--- config.mk ---
export PLATFORM = sky130hd
export DESIGN_NAME = countdown_timer_flat
export DESIGN_NICKNAME = d
export VERILOG_FILES = /design/src/rtl/countdown_timer_pkg.sv /design/src/rtl/countdown_timer_if.sv /design/src/rtl/countdown_timer_slice.sv /design/src/rtl/countdown_timer.sv /design/src/flat_wrapper.sv
export SDC_FILE = /design/constraint.sdc
export NUM_CORES = 1
export LEC_CHECK = 0
export CAP_MARGIN = 10
export CORE_MARGIN = 3
export CORE_UTILIZATION = 40
export DETAILED_ROUTE_END_ITERATION = 7
export GPL_TIMING_DRIVEN = 1
export PLACE_DENSITY = 0.7
export SYNTH_ARGS = -nofsm -noshare
export SYNTH_HDL_FRONTEND = slang
export SYNTH_HIERARCHICAL = 1
export SYNTH_SLANG_ARGS = --single-unit
--- constraint.sdc ---
create_clock -name clock -period 1.8 [get_ports clock]
set_input_delay 0.36 -clock clock [delete_from_list [all_inputs] [get_ports clock]]
set_output_delay 0.36 -clock clock [all_outputs]
set_load 0.01 [all_outputs]
--- src/rtl/countdown_timer_pkg.sv ---
// Shared types and constants for the loadable countdown timer.
package countdown_timer_pkg;

  localparam int DEFAULT_WIDTH = 3;

  typedef enum logic {
    STATE_IDLE = 1'b0,
    STATE_RUN  = 1'b1
  } state_e;

endpackage

--- src/rtl/countdown_timer_if.sv ---
// Control/status bundle between a parent (master) and the countdown timer (slave).
// Level-qualified bus, no handshake: inputs are sampled on every rising clock edge, done is a one-cycle pulse.
interface countdown_timer_if
  import countdown_timer_pkg::*;
#(
  parameter int WIDTH = DEFAULT_WIDTH
);
  logic             load;
  logic [WIDTH-1:0] load_value;
  logic             enable;
  logic             auto_reload;
  logic [WIDTH-1:0] count;
  logic             busy;
  logic             done;
  state_e           state_dbg;

  modport master (
    output load, load_value, enable, auto_reload,
    input  count, busy, done, state_dbg
  );

  modport slave (
    input  load, load_value, enable, auto_reload,
    output count, busy, done, state_dbg
  );
endinterface

--- src/rtl/countdown_timer_slice.sv ---
// One bit of the count register: parallel set, or subtract the incoming borrow.
module down_count_slice (
  input  logic clock,
  input  logic reset,
  input  logic set_en,
  input  logic set_bit,
  input  logic dec_en,
  input  logic borrow_in,
  output logic q,
  output logic borrow_out
);
  logic bit_q;
  logic bit_d;

  always_comb begin
    bit_d = bit_q;
    if (set_en) begin
      bit_d = set_bit;
    end else if (dec_en) begin
      bit_d = bit_q ^ borrow_in;
    end
  end

  always_ff @(posedge clock or posedge reset) begin
    if (reset) begin
      bit_q <= 1'b0;
    end else begin
      bit_q <= bit_d;
    end
  end

  assign q          = bit_q;
  assign borrow_out = borrow_in & ~bit_q;
endmodule

--- src/rtl/countdown_timer.sv ---
// Loadable down-counter with one-cycle expiry pulse and optional periodic auto-reload.
module countdown_timer
  import countdown_timer_pkg::*;
#(
  parameter int WIDTH = DEFAULT_WIDTH
) (
  input  logic             clock,
  input  logic             reset,
  countdown_timer_if.slave bus
);
  state_e           state_q;
  state_e           state_d;
  logic [WIDTH-1:0] reload_q;
  logic [WIDTH-1:0] reload_d;
  logic             done_q;
  logic             done_d;

  logic [WIDTH-1:0] count_w;
  logic [WIDTH:0]   borrow;
  logic             set_en;
  logic [WIDTH-1:0] set_val;
  logic             dec_en;
  logic             count_is_one;
  logic             count_is_zero;

  // A borrow rippling out of the top bit means every bit is zero.
  assign borrow[0]     = 1'b1;
  assign count_is_zero = borrow[WIDTH];
  assign count_is_one  = count_w[0] & ~(|count_w[WIDTH-1:1]);

  for (genvar i = 0; i < WIDTH; i++) begin : g_slice
    down_count_slice u_slice (
      .clock      (clock),
      .reset      (reset),
      .set_en     (set_en),
      .set_bit    (set_val[i]),
      .dec_en     (dec_en),
      .borrow_in  (borrow[i]),
      .q          (count_w[i]),
      .borrow_out (borrow[i+1])
    );
  end

  always_comb begin
    state_d  = state_q;
    reload_d = reload_q;
    done_d   = 1'b0;
    set_en   = 1'b0;
    set_val  = '0;
    dec_en   = 1'b0;
    if (bus.load) begin
      set_en   = 1'b1;
      set_val  = bus.load_value;
      reload_d = bus.load_value;
      state_d  = (bus.load_value != '0) ? STATE_RUN : STATE_IDLE;
    end else if (state_q == STATE_RUN && bus.enable) begin
      if (count_is_one) begin
        done_d  = 1'b1;
        set_en  = 1'b1;
        set_val = bus.auto_reload ? reload_q : '0;
        state_d = bus.auto_reload ? STATE_RUN : STATE_IDLE;
      end else begin
        dec_en = ~count_is_zero;
      end
    end
  end

  always_ff @(posedge clock or posedge reset) begin
    if (reset) begin
      state_q  <= STATE_IDLE;
      reload_q <= '0;
      done_q   <= 1'b0;
    end else begin
      state_q  <= state_d;
      reload_q <= reload_d;
      done_q   <= done_d;
    end
  end

  assign bus.count     = count_w;
  assign bus.busy      = (state_q == STATE_RUN);
  assign bus.done      = done_q;
  assign bus.state_dbg = state_q;
endmodule

--- src/flat_wrapper.sv ---
// flat-port wrapper written by rule: the top's interface ports become plain ports
module countdown_timer_flat import countdown_timer_pkg::*;
#(
  parameter int WIDTH = DEFAULT_WIDTH
)
  (clock, reset, bus_load, bus_load_value, bus_enable, bus_auto_reload, bus_count, bus_busy, bus_done, bus_state_dbg);
  countdown_timer_if #(.WIDTH(WIDTH)) bus_i ();
  input  logic clock;
  input  logic reset;
  input wire logic [$bits(bus_i.load)-1:0] bus_load;
  input wire logic [$bits(bus_i.load_value)-1:0] bus_load_value;
  input wire logic [$bits(bus_i.enable)-1:0] bus_enable;
  input wire logic [$bits(bus_i.auto_reload)-1:0] bus_auto_reload;
  output wire logic [$bits(bus_i.count)-1:0] bus_count;
  output wire logic [$bits(bus_i.busy)-1:0] bus_busy;
  output wire logic [$bits(bus_i.done)-1:0] bus_done;
  output wire logic [$bits(bus_i.state_dbg)-1:0] bus_state_dbg;
  assign bus_i.load = bus_load;
  assign bus_i.load_value = bus_load_value;
  assign bus_i.enable = bus_enable;
  assign bus_i.auto_reload = bus_auto_reload;
  assign bus_count = bus_i.count;
  assign bus_busy = bus_i.busy;
  assign bus_done = bus_i.done;
  assign bus_state_dbg = bus_i.state_dbg;
  countdown_timer #(.WIDTH(WIDTH)) u_core (.clock(clock), .reset(reset), .bus(bus_i));
endmodule
==> impl_metrics.ini <==
[worst_setup_path]
worstPathRequired_ps = 1960
r2r_end = u_core/g_slice[2].u_slice/q$_DFFE_PP0P_
cp-start-kind = register
cp_max_fo = 6
r2r_setup_slack_ps = 90
critPathSlowestCell = dfrtp_1
cp_cell_sequence = inv_1 -> ha_1 -> ha_1 -> ha_2 -> nor4b_4 -> nor2_1 -> o31ai_2
worst-r2r-cell-count = 7
cp.arrival_ps = 1870
critical-path-max-stage-delay_ps = 360
cp-end-kind = register
critical_path_class = register to register
path_common_cell = ha_1
r2r_start = u_core/g_slice[0].u_slice/q$_DFFE_PP0P_

[logic_synthesis]
syn_inst = 59
yosys.area_share.simple_pct = 28.4
ys_seq_elements = 8
ys_warn_count = 6
synthXorXnorAreaFrac_pct = 0
syn_nets = 70
yosysSeqAreaShare_pct = 37.2
synth_fa_ha_area_share_pct = 6.98
synth.avg_cell_area_um2 = 9.12
synth_top_family_by_area = simple AND/OR/NAND/NOR gates
syn_area_um2 = 538
yosysUniqueCellTypes = 21
synth_mux_area_share_pct = 0
synth_compound_area_share_pct = 17.4

[power_and_ir_drop]
ir_drop_mv = 0.412
cellLeakagePower_nw = 0.356
power_density_nw_per_um2 = 731

[cts]
clk_pin_slew_ps = 50
hold_buffers = 0
clockBufferDepth = 2
numCtsBuffers = 3
htreeDepth = 1
cts_tree = yes
clk_latency_ps = 250
clock_sinks = 8
cts-root-buf = clkbuf_4

[timing]
min_period_over_period_pct = 95.1
fmaxAchievable_ghz = 0.584
fin_skew_ps = 2.14
setup_slack_ps = 88.7
final_max_slew_viol_count = 0
hold_violations = 0
min_period_ps = 1710
setup_viol = 0

[drt]
dr_total_vias = 484
drt_pre_antenna_iters = 4
wire_per_inst_um = 13.8
vias_per_cell = 5.20
remaining_drc_errors = 0
drt-initial-drc-count = 1
ant_nets = 0
finalWirelength_mm = 1.28

[worst_hold_path]
hold_class = input port to async pin

[global_routing]
grt_overflow_total = 0
antenna_found_initial = 0
grt_pass1_vias = 505
grt_usage_pct = 16.8
grt_max_degree = 8
grt_pass1_wl_mm = 2.25

[final_layout]
final_core_util_pct = 63.6
antenna_cells = 0
syn2layout_area_growth_pct = 40.2
final_nets = 92
drive_gt1_share_pct = 21.5

[place]
port_buffers = 13
post-place-ws_ps = 20.1
globalplace.congestion = 0.740
dpl.hpwl_mm = 1.02

[die]
die_h_um = 42.7
start_util_pct = 45.4
fp.dieW_um = 42.7
pin_count = 14
die-area_um2 = 1820
row_count = 12
core-area_um2 = 1190

[outcome]
status = complete, no violations

[flow_run]
max_cap_viol_count = 0
## state kept, by name (all words and copies together) (netlist names)
signal and count:
u_core/bus.done 1, u_core/g_slice.u_slice/q 3, u_core/reload_q 3, u_core/bus.busy 1
## power breakdown
part / total (mW) / internal [mW] / switching, mW
registers: 0.216 / 0.200 / 0.0159
logic: 0.200 / 0.107 / 0.0936
clock network: 0.136 / 0.0762 / 0.0594
## synthesized netlist by cell type
cell | count | share of area, %
or3b_4 | 1 | 2.1
nor2b_1 | 1 | 1.2
o21ai_0 | 5 | 4.7
ha_1 | 3 | 7.0
nor4b_2 | 1 | 2.8
conb_1 | 1 | 0.70
o41ai_2 | 1 | 3.0
dfrtp_1 | 8 | 37
and2_1 | 3 | 3.5
o31ai_2 | 3 | 7.0
buf_2 | 1 | 0.93
nand2_1 | 8 | 5.6
buf_4 | 1 | 1.4
o21bai_1 | 1 | 1.4
nor4b_1 | 2 | 3.3
nand4b_1 | 2 | 3.3
a211oi_1 | 1 | 1.4
inv_1 | 10 | 7.0
nor2_1 | 4 | 2.8
nand4bb_1 | 1 | 2.1
nor3_2 | 1 | 1.9
## logic make-up (layout without fill, tap and decap cells)
group	after synthesis	after routing
AO/OA/AOI/OAI	11	11
other	1	1
adder cells (fa/ha/maj)	3	3
flip-flops	8	8
buffers and inverters	12	32
AND/OR/NAND/NOR	24	24
## critical path: cells and delay by family, from the launching register on
family          cells  cell delay [ps]
buf+inv             1               50
flops               1              360
compound gates      1              230
simple gates        2              410
fa+ha+maj           3              580
## worst max-delay path by stage
stage / start / end / slack (ps) / cells after the start
after global routing: u_core/g_slice[0].u_slice/q$_DFFE_PP0P_ / u_core/g_slice[2].u_slice/q$_DFFE_PP0P_ / -20 / 7
after floorplan: u_core/g_slice[0].u_slice/q$_DFFE_PP0P_ / u_core/g_slice[0].u_slice/q$_DFFE_PP0P_ / 10 / 7
after CTS: u_core/g_slice[0].u_slice/q$_DFFE_PP0P_ / u_core/g_slice[0].u_slice/q$_DFFE_PP0P_ / 40 / 7
final: u_core/g_slice[0].u_slice/q$_DFFE_PP0P_ / u_core/g_slice[2].u_slice/q$_DFFE_PP0P_ / 90 / 7
after detailed placement: bus_load / u_core/g_slice[1].u_slice/q$_DFFE_PP0P_ / 20 / 4
after global placement: bus_load / u_core/g_slice[0].u_slice/q$_DFFE_PP0P_ / 60 / 4
## area by class of cell
type / instances / area [um^2]
Fill cell: 121 / 432
Inverter: 10 / 37.5
Timing Repair Buffer: 19 / 178
Multi-Input combinational cell: 39 / 299
Tap cell: 14 / 17.5
Sequential cell: 8 / 200
Clock buffer: 3 / 22.5
## layer usage
metal,GRT usage [%],share of wire [%]
met1,19.4,45
met2,28.4,48
met3,4.66,5.3
met4,7.45,1.1
met5,0,0
## repair_timing
action	CTS	global route
setup endpoints to repair	0	3
buffers inserted	0	1
gates resized for setup	0	2
## through the flow
| stage | power, mW | instances | TNS [ps] | hold slack, ps | instance area, um^2 |
|---|---|---|---|---|---|
| after CTS | 0.555 | 92 | 0 | 333 | 742 |
| final | 0.552 | 93 | 0 | 345 | 754 |
| after global routing | 0.600 | 93 | -15.8 | 357 | 754 |
| after floorplan | 0.325 | 59 | 0 | 88.7 | 547 |
| after global placement | 0.409 | 89 | 0 | 517 | 719 |
| after detailed placement | 0.415 | 89 | 0 | 533 | 719 |
## cells in the final DEF (no fill, tap or decap)
cell and instances:
conb_1 1, a211oi_1 1, ha_1 2, clkdlybuf4s50_1 12, nand4bb_1 1, o41ai_2 1, nor4b_1 2, dlymetal6s2s_1 1
nor3_2 1, buf_4 6, o31ai_2 3, dfrtp_1 8, nand4b_1 2, nor2_1 4, o21bai_1 1, nor4b_4 1
ha_2 1, inv_1 10, o21ai_0 5, or3b_4 1, nand2_1 8, nor2b_1 1, clkbuf_4 3, and2_1 3
(Power assumes the default switching activity.)
